--- src/rtl/and_mux_arbiter_if.sv ---
// Handshake and data bundle between two requesters and the shared mux arbiter.
// The master side drives requests and data; the slave side (the arbiter) returns
// grants, the mux select and the muxed data.
interface and_mux_arbiter_if #(
    parameter int WIDTH = 8
);
    logic             req0;
    logic             req1;
    logic [WIDTH-1:0] d0;
    logic [WIDTH-1:0] d1;
    logic             gnt0;
    logic             gnt1;
    logic             sel;
    logic [WIDTH-1:0] y;
    logic             valid;

    modport master (
        output req0, req1, d0, d1,
        input  gnt0, gnt1, sel, y, valid
    );

    modport slave (
        input  req0, req1, d0, d1,
        output gnt0, gnt1, sel, y, valid
    );
endinterface

--- src/rtl/and_mux_arbiter.sv ---
// Two-requester arbiter driving a shared 2:1 data mux.
// Ties from IDLE go to the requester not served last; a requester that keeps
// its grant while the other is waiting is preempted after MAX_HOLD cycles.
//
// state | meaning
// IDLE  | no owner, y forced to zero, sel holds its last value
// G0    | requester 0 owns the path, y = d0
// G1    | requester 1 owns the path, y = d1
module and_mux_arbiter #(
    parameter int WIDTH    = 8,
    parameter int MAX_HOLD = 4   // legal range 1..255
) (
    input  logic               clk,
    input  logic               rst,
    and_mux_arbiter_if.slave   bus
);

    typedef enum logic [1:0] {
        IDLE = 2'd0,
        G0   = 2'd1,
        G1   = 2'd2
    } state_t;

    localparam logic [7:0] HOLD_MAX = 8'(MAX_HOLD);

    state_t     state_q, state_d;
    logic       last_q, last_d;     // 1: requester 1 was granted most recently
    logic       sel_q, sel_d;
    logic [7:0] hold_q, hold_d;

    logic       gnt0;
    logic       gnt1;
    logic       valid;

    // State, ownership history, select and hold counter registers
    always_ff @(posedge clk or posedge rst) begin
        if (rst) begin
            state_q <= IDLE;
            last_q  <= 1'b1;
            sel_q   <= 1'b0;
            hold_q  <= 8'd0;
        end else begin
            state_q <= state_d;
            last_q  <= last_d;
            sel_q   <= sel_d;
            hold_q  <= hold_d;
        end
    end

    // Next-state selection plus bookkeeping on grant entry / retention
    always_comb begin
        state_d = state_q;
        last_d  = last_q;
        sel_d   = sel_q;
        hold_d  = hold_q;

        case (state_q)
            IDLE: begin
                if (bus.req0 && bus.req1) state_d = last_q ? G0 : G1;
                else if (bus.req0)        state_d = G0;
                else if (bus.req1)        state_d = G1;
            end
            G0: begin
                if (!bus.req0)                            state_d = bus.req1 ? G1 : IDLE;
                else if (bus.req1 && hold_q == HOLD_MAX)  state_d = G1;
            end
            G1: begin
                if (!bus.req1)                            state_d = bus.req0 ? G0 : IDLE;
                else if (bus.req0 && hold_q == HOLD_MAX)  state_d = G0;
            end
            default: state_d = IDLE;
        endcase

        if (state_d == IDLE) begin
            hold_d = 8'd0;
        end else if (state_d != state_q) begin
            hold_d = 8'd1;
            last_d = (state_d == G1);
            sel_d  = (state_d == G1);
        end else if (hold_q != HOLD_MAX) begin
            hold_d = hold_q + 8'd1;
        end
    end

    assign gnt0  = (state_q == G0);
    assign gnt1  = (state_q == G1);
    assign valid = gnt0 | gnt1;

    assign bus.gnt0  = gnt0;
    assign bus.gnt1  = gnt1;
    assign bus.valid = valid;
    assign bus.sel   = sel_q;

    // Shared data mux, zero whenever nobody owns the path
    always_comb begin
        bus.y = {WIDTH{1'b0}};
        if (valid) bus.y = sel_q ? bus.d1 : bus.d0;
    end

endmodule

--- src/flat_wrapper.sv ---
// flat-port wrapper written by rule: the top's interface ports become plain ports
module and_mux_arbiter_flat 
#(
    parameter int WIDTH    = 8,
    parameter int MAX_HOLD = 4                        
)
  (clk, rst, bus_req0, bus_req1, bus_d0, bus_d1, bus_gnt0, bus_gnt1, bus_sel, bus_y, bus_valid);
  and_mux_arbiter_if #(.WIDTH(WIDTH)) bus_i ();
  input  logic clk;
  input  logic rst;
  input wire logic [$bits(bus_i.req0)-1:0] bus_req0;
  input wire logic [$bits(bus_i.req1)-1:0] bus_req1;
  input wire logic [$bits(bus_i.d0)-1:0] bus_d0;
  input wire logic [$bits(bus_i.d1)-1:0] bus_d1;
  output wire logic [$bits(bus_i.gnt0)-1:0] bus_gnt0;
  output wire logic [$bits(bus_i.gnt1)-1:0] bus_gnt1;
  output wire logic [$bits(bus_i.sel)-1:0] bus_sel;
  output wire logic [$bits(bus_i.y)-1:0] bus_y;
  output wire logic [$bits(bus_i.valid)-1:0] bus_valid;
  assign bus_i.req0 = bus_req0;
  assign bus_i.req1 = bus_req1;
  assign bus_i.d0 = bus_d0;
  assign bus_i.d1 = bus_d1;
  assign bus_gnt0 = bus_i.gnt0;
  assign bus_gnt1 = bus_i.gnt1;
  assign bus_sel = bus_i.sel;
  assign bus_y = bus_i.y;
  assign bus_valid = bus_i.valid;
  and_mux_arbiter #(.WIDTH(WIDTH), .MAX_HOLD(MAX_HOLD)) u_core (.clk(clk), .rst(rst), .bus(bus_i));
endmodule
--- config.mk ---
export PLATFORM = sky130hd
export DESIGN_NAME = and_mux_arbiter_flat
export DESIGN_NICKNAME = d
export VERILOG_FILES = /design/src/rtl/and_mux_arbiter_if.sv /design/src/rtl/and_mux_arbiter.sv /design/src/flat_wrapper.sv
export SDC_FILE = /design/constraint.sdc
export NUM_CORES = 1
export LEC_CHECK = 0
export BUFFER_PORTS_ARGS = -buffer_cell sky130_fd_sc_hd__buf_2
export CAP_MARGIN = 20
export CORE_MARGIN = 1.5
export CORE_UTILIZATION = 54
export CTS_CLUSTER_SIZE = 16
export DETAILED_ROUTE_END_ITERATION = 8
export PLACE_DENSITY_LB_ADDON = 0.1
export SKIP_CTS_REPAIR_TIMING = 1
export SYNTH_ARGS = -nofsm -noshare
export SYNTH_HDL_FRONTEND = slang
export SYNTH_SLANG_ARGS = --single-unit
--- constraint.sdc ---
create_clock -name clk -period 5.5 [get_ports clk]
set_input_delay 0 -clock clk [delete_from_list [all_inputs] [get_ports clk]]
set_output_delay 0 -clock clk [all_outputs]
set_load 0.1 [all_outputs]
After elaboration in Yosys (flattened, before gate mapping)
Cells that the tools add are included.
- bits in registers: 12
- input port bits: 20
- output and inout bits: 12
- word-level logic and storage cells: 36
- $add $sub $neg: 1
- eq/ne operators: 6
- muxes and demuxes: 16
- bitwise gates (word level): 2
- reductions and logical operators: 7
- operators with widths (operator ; count):
    $mux W8 ; 5
    $mux W2 ; 9
    $add A8 B1 Y8 const B ; 1
    $eq A8 B3 Y1 const B ; 1
    $ne A8 B3 Y1 const B ; 1
    $pmux W2 S3 ; 1
    $eq A2 B2 Y1 const B ; 2
    $logic_not A2 Y1 ; 2
    $logic_and A1 B1 Y1 ; 3
    $reduce_bool A3 Y1 ; 1
    $eq A2 B1 Y1 const B ; 1
    $ne A2 B2 Y1 ; 1
    $reduce_and A2 Y1 ; 1
    $mux W1 ; 1
    $not A1 Y1 ; 1
    $or A1 B1 Y1 ; 1

Logic depth before layout (Yosys ltp)
- depth in word-level cells: 8
- gate-level depth with buffers: 10
- depth with buffers taken out: 8

Worst setup path after synthesis
No wires, ideal clock.
- path kind: register -> output
- from: register u_core.state_q[0]
- to: output bus_y[0]
- arrival time: 2.985 ns
- data required time: 5.500 ns
- path slack: 2.515 ns
- cell stages (with the launch flop): 5
- buffers on the path: 1
- path through: dfrtp_1 -> clkbuf_8 -> inv_1 -> ha_1 -> nor2b_1
- word-level cells in the longest chain between the ends: 3
- elaborated cells on any way between the ends: 4
- those cells by class: 2 x eq/ne; 1 x mux; 1 x bitwise
- ends and longest elaborated chain (element ; line ; source):
    start: declaration ; and_mux_arbiter.sv:26 ; state_t state_q, state_d;
    start signal: assignment ; and_mux_arbiter.sv:43 ; state_q <= state_d;
    $eq A2 B1 Y1 / $eq A2 B2 Y1 (equally long branches) ; and_mux_arbiter.sv:85, and_mux_arbiter.sv:86 ;
    $or A1 B1 Y1 (*) ; and_mux_arbiter.sv:87 ; assign valid = gnt0 | gnt1;
    named net bus_valid ; flat_wrapper.sv:19 ; output wire logic [$bits(bus_i.valid)-1:0] bus_valid;
    $mux W8 (*) ; and_mux_arbiter.sv:97 ; if (valid) bus.y = sel_q ? bus.d1 : bus.d0;
    end: declaration ; flat_wrapper.sv:18 ; output wire logic [$bits(bus_i.y)-1:0] bus_y;
The timed path passes the listed nets; every way through them passes the cells marked *.

Final worst setup path
- from: register u_core.state_q[0]
- to: register u_core.hold_q[3]
- word-level cells in the longest chain between the ends: 7
- elaborated cells on any way between the ends: 16
- those cells by class: 3 x eq/ne; 10 x mux; 3 x reduce/logical
- ends and longest elaborated chain (element ; line ; source):
    $mux W2 ; and_mux_arbiter.sv:61 ; else if (bus.req1) state_d = G1;
    $mux W2 ; and_mux_arbiter.sv:60 ; else if (bus.req0) state_d = G0;
    $mux W2 ; and_mux_arbiter.sv:59 ; if (bus.req0 && bus.req1) state_d = last_q ? G0 : G1;
    $pmux W2 S3 ; and_mux_arbiter.sv:57 ; case (state_q)
    $ne A2 B2 Y1 ; and_mux_arbiter.sv:76 ; end else if (state_d != state_q) begin
    $mux W8 ; and_mux_arbiter.sv:76 ;
    $mux W8 ; and_mux_arbiter.sv:74 ; if (state_d == IDLE) begin
    end signal: assignment ; and_mux_arbiter.sv:46 ; hold_q <= hold_d;
    end: declaration ; and_mux_arbiter.sv:29 ; logic [7:0] hold_q, hold_d;
Several ways; a longest one is shown, not always the timed one.
A chain may end at the register's enable or synchronous reset.

==> metrics.txt <==
# TYPE chip_impl_metric gauge
chip_impl_info{name="status",value="finished clean"} 1
chip_impl_metric{name="drive_above_1_share",unit="%"} 31.3
chip_impl_info{name="rsz0062_at_grt",value="no"} 1
chip_impl_metric{name="cts_buffers",unit=""} 3
chip_impl_metric{name="total_via_count_in_the_routed_design",unit=""} 910
chip_impl_metric{name="postSynthNetCount",unit=""} 139
chip_impl_info{name="cp-end-kind",value="flop"} 1
chip_impl_metric{name="timing.max_cap.violations",unit=""} 0
chip_impl_metric{name="syn_avg_cell_area",unit="µm²"} 9.21
chip_impl_metric{name="gr_ovfl_total",unit=""} 0
chip_impl_metric{name="number_of_nets_in_the_finished_design",unit=""} 171
chip_impl_metric{name="grt_start_max_net_pins",unit=""} 14
chip_impl_metric{name="portBuffers",unit=""} 31
chip_impl_metric{name="initial_core_util",unit="%"} 59.0
chip_impl_info{name="timing.hold.worst.class",value="in2async"} 1
chip_impl_metric{name="syn_to_final_growth",unit="%"} 16.8
chip_impl_metric{name="clk_pin_slew",unit="ns"} 0.07
chip_impl_metric{name="final_antenna_net_count",unit=""} 0
chip_impl_metric{name="fillCellCount",unit=""} 156
chip_impl_metric{name="area_of_the_mapped_netlist",unit="µm²"} 1040
chip_impl_metric{name="via_count_of_the_first_global_routing_pass",unit=""} 813
chip_impl_metric{name="yosysUniqueCellTypes",unit=""} 38
chip_impl_metric{name="critical_path_required",unit="ns"} 5.64
chip_impl_metric{name="die-height",unit="µm"} 46.9
chip_impl_metric{name="pin_count",unit=""} 32
chip_impl_metric{name="finalSetupViolations",unit=""} 0
chip_impl_metric{name="yosys_warnings",unit=""} 0
chip_impl_metric{name="post-route-drc-count",unit=""} 0
chip_impl_metric{name="grt_first_pass_wirelength",unit="µm"} 3400
chip_impl_metric{name="layout_worst_path_cycle_share",unit="%"} 48.7
chip_impl_metric{name="fmaxAchievable",unit="MHz"} 373
chip_impl_metric{name="fin_util",unit="%"} 68.9
chip_impl_metric{name="finalWorstPathRequiredPeriod",unit="ns"} 2.68
chip_impl_metric{name="netlist_instances",unit=""} 113
chip_impl_metric{name="timing.critical_path.arrival",unit="ns"} 2.82
chip_impl_metric{name="max_slew_margin",unit="%"} 64.3
chip_impl_metric{name="cts-root-to-sink-buffers",unit=""} 2
chip_impl_metric{name="placementRows",unit=""} 15
chip_impl_metric{name="timing.setup.tns",unit="ns"} 0
chip_impl_metric{name="cts.htree.levels",unit=""} 1
chip_impl_metric{name="clkLatencyLatePin",unit="ns"} 0.27
chip_impl_metric{name="setup_ws",unit="ns"} 2.82
chip_impl_info{name="criticalPathCategory",value="reg2reg"} 1
chip_impl_metric{name="sum_of_routed_wire_length_over_all_layers",unit="µm"} 2100
chip_impl_metric{name="core_area",unit="µm²"} 1760
chip_impl_metric{name="worst-path-max-fanout",unit=""} 13
chip_impl_info{name="timing.critical_path.from_type",value="flop"} 1
chip_impl_metric{name="wl_per_cell",unit="µm"} 12.4
chip_impl_metric{name="place_worst_setup_slack",unit="ns"} 2.88
chip_impl_metric{name="detail_route.vias_per_cell",unit=""} 5.38
chip_impl_metric{name="tightest_slew",unit="ns"} 0.536
chip_impl_metric{name="grt_util_all_layers",unit="%"} 21.6
chip_impl_metric{name="num_antenna_cells",unit=""} 0
chip_impl_metric{name="drv_slew",unit=""} 0
chip_impl_metric{name="firstDrtPassIters",unit=""} 4
chip_impl_metric{name="die_x",unit="µm"} 46.9
chip_impl_metric{name="cts.sinks",unit=""} 12
chip_impl_metric{name="finClkSkew",unit="ns"} 0.00491
chip_impl_metric{name="dr.first_iter.drc_count",unit=""} 14
chip_impl_metric{name="design.die.area",unit="µm²"} 2200
chip_impl_metric{name="timing_hold_violations_final",unit=""} 0
chip_impl_metric{name="place_congestion",unit=""} 0.752
chip_impl_info{name="clock_tree_from_tritoncts",value="yes"} 1
chip_impl_metric{name="yosysSeqAreaShare",unit="%"} 29.0
chip_impl_metric{name="initial_antenna_violation_count",unit=""} 0
chip_impl_info{name="clockRootBuffer",value="sky130_fd_sc_hd__clkbuf_4"} 1
chip_impl_metric{name="synth-seq-cells",unit=""} 12
chip_impl_metric{name="rrSetupSlack",unit="ns"} 2.82
## cells in the final DEF, fill, tap and decap left out, types with 2 or more instances in the layout
cell type / instances
sky130_fd_sc_hd__a21oi_1: 5
sky130_fd_sc_hd__a221oi_1: 2
sky130_fd_sc_hd__and3_1: 3
sky130_fd_sc_hd__buf_2: 31
sky130_fd_sc_hd__clkbuf_4: 3
sky130_fd_sc_hd__dfrtp_1: 11
sky130_fd_sc_hd__ha_1: 6
sky130_fd_sc_hd__inv_1: 5
sky130_fd_sc_hd__mux2i_1: 9
sky130_fd_sc_hd__nand2_1: 4
sky130_fd_sc_hd__nand3_1: 8
sky130_fd_sc_hd__nor2_1: 14
sky130_fd_sc_hd__nor2b_1: 9
sky130_fd_sc_hd__nor3_1: 3
sky130_fd_sc_hd__o21ai_0: 2
sky130_fd_sc_hd__xnor2_1: 5
sky130_fd_sc_hd__xor2_1: 3
## cells in the mapped netlist
cell                       count  share of area (%)
sky130_fd_sc_hd__and3_2        1               0.72
sky130_fd_sc_hd__ha_1          6                7.2
sky130_fd_sc_hd__nor2_2        1               0.60
sky130_fd_sc_hd__o21ba_1       1               0.96
sky130_fd_sc_hd__or2_1         1               0.60
sky130_fd_sc_hd__nor2b_1       9                5.4
sky130_fd_sc_hd__mux2i_1       9                8.7
sky130_fd_sc_hd__and3_1        3                1.8
sky130_fd_sc_hd__nor2b_2       1               0.84
sky130_fd_sc_hd__o211a_1       1               0.96
sky130_fd_sc_hd__xnor2_1       5                4.2
sky130_fd_sc_hd__a32oi_2       1                1.6
sky130_fd_sc_hd__dfrtp_1      11                 26
sky130_fd_sc_hd__nor3_1        3                1.4
sky130_fd_sc_hd__a222oi_1      1               0.96
sky130_fd_sc_hd__dfstp_2       1                2.5
sky130_fd_sc_hd__buf_1         1               0.36
sky130_fd_sc_hd__buf_6         2                2.2
sky130_fd_sc_hd__nor3_4        1                1.6
sky130_fd_sc_hd__nor2_1       14                5.0
sky130_fd_sc_hd__xor2_1        3                2.5
sky130_fd_sc_hd__inv_1         5                1.8
sky130_fd_sc_hd__a221oi_1      2                1.7
sky130_fd_sc_hd__a311o_2       1                1.1
sky130_fd_sc_hd__nand4_1       1               0.60
sky130_fd_sc_hd__a21oi_1       5                2.4
sky130_fd_sc_hd__and4bb_4      1                1.6
sky130_fd_sc_hd__nand3_1       8                3.8
sky130_fd_sc_hd__o21a_1        1               0.72
sky130_fd_sc_hd__nor4_2        1                1.2
sky130_fd_sc_hd__buf_4         1               0.72
sky130_fd_sc_hd__clkbuf_8      1                1.3
sky130_fd_sc_hd__and2_0        1               0.60
sky130_fd_sc_hd__nand2_1       4                1.4
sky130_fd_sc_hd__o21ai_0       2               0.96
sky130_fd_sc_hd__mux2_2        1                1.1
sky130_fd_sc_hd__mux2_4        1                1.4
sky130_fd_sc_hd__a311o_1       1               0.96
## cells by family after synthesis
| kind of cell | synth area share (%) |
|---|---|
| simple gates | 27.3 |
| compound gates | 12.3 |
| flops | 29.0 |
| mux | 11.2 |
| buf+inv | 6.37 |
| xor+xnor | 6.73 |
| fa+ha+maj | 7.21 |
## sequential cells by signal, indices dropped and copies added (netlist names)
| signal | cells |
|---|---|
| u_core.hold_q | 8 |
| u_core.state_q | 2 |
| u_core.bus.sel | 1 |
| u_core.last_q | 1 |
## final timing paths
check                                                     to                        start  depth (start not counted)
max in group asynchronous          u_core.last_q$_DFFE_PP1P_                          rst                          3
worst max-delay path            u_core.hold_q[3]$_DFFE_PP0P_  u_core.state_q[0]$_DFF_PP0_                          8
worst max register to register  u_core.hold_q[3]$_DFFE_PP0P_  u_core.state_q[0]$_DFF_PP0_                          8
worst min-delay path             u_core.state_q[0]$_DFF_PP0_                          rst                          3
min in group clk                 u_core.state_q[0]$_DFF_PP0_                     bus_req0                          3
worst min register to register     u_core.last_q$_DFFE_PP1P_    u_core.last_q$_DFFE_PP1P_                          2
## critical path, cell delays in order, from the launching register on
cell and delay (ns):
sky130_fd_sc_hd__dfrtp_1 0.59, sky130_fd_sc_hd__inv_1 0.18, sky130_fd_sc_hd__ha_1 0.27, sky130_fd_sc_hd__nor2b_1 0.14
sky130_fd_sc_hd__a222oi_1 0.29, sky130_fd_sc_hd__o211a_1 0.43, sky130_fd_sc_hd__xnor2_1 0.13, sky130_fd_sc_hd__a32oi_2 0.41
sky130_fd_sc_hd__nor3_1 0.10
## cell type report
class                           count  area, µm²  area share, %
Multi-Input combinational cell     91        673           55.3
Clock buffer                        4       26.3           2.16
Timing Repair Buffer               32        165           13.6
Tap cell                           25       31.3           2.57
Sequential cell                    12        302           24.8
Inverter                            5       18.8           1.54
## through the flow
stage | std cells | hold WS, ns | area [µm²]
6_report | 169 | 0.263 | 1220
5_1_grt | 169 | 0.318 | 1220
4_1_cts | 168 | -0.276 | 1210
3_5_place_dp | 164 | 0.0195 | 1180
3_3_place_gp | 164 | 0.0115 | 1180
2_1_floorplan | 113 | -0.136 | 1040
## layer usage
metal	track usage (%)	vias to the layer above	routed length [µm]
li1	-	461	-
met2	34.2	17	981
met1	29.5	427	1010
met3	4.62	5	75
met5	0	-	0
met4	6.67	0	29
Power is not shown: default switching activity piles up to over one toggle a cycle in this logic, so the estimate is an artifact.
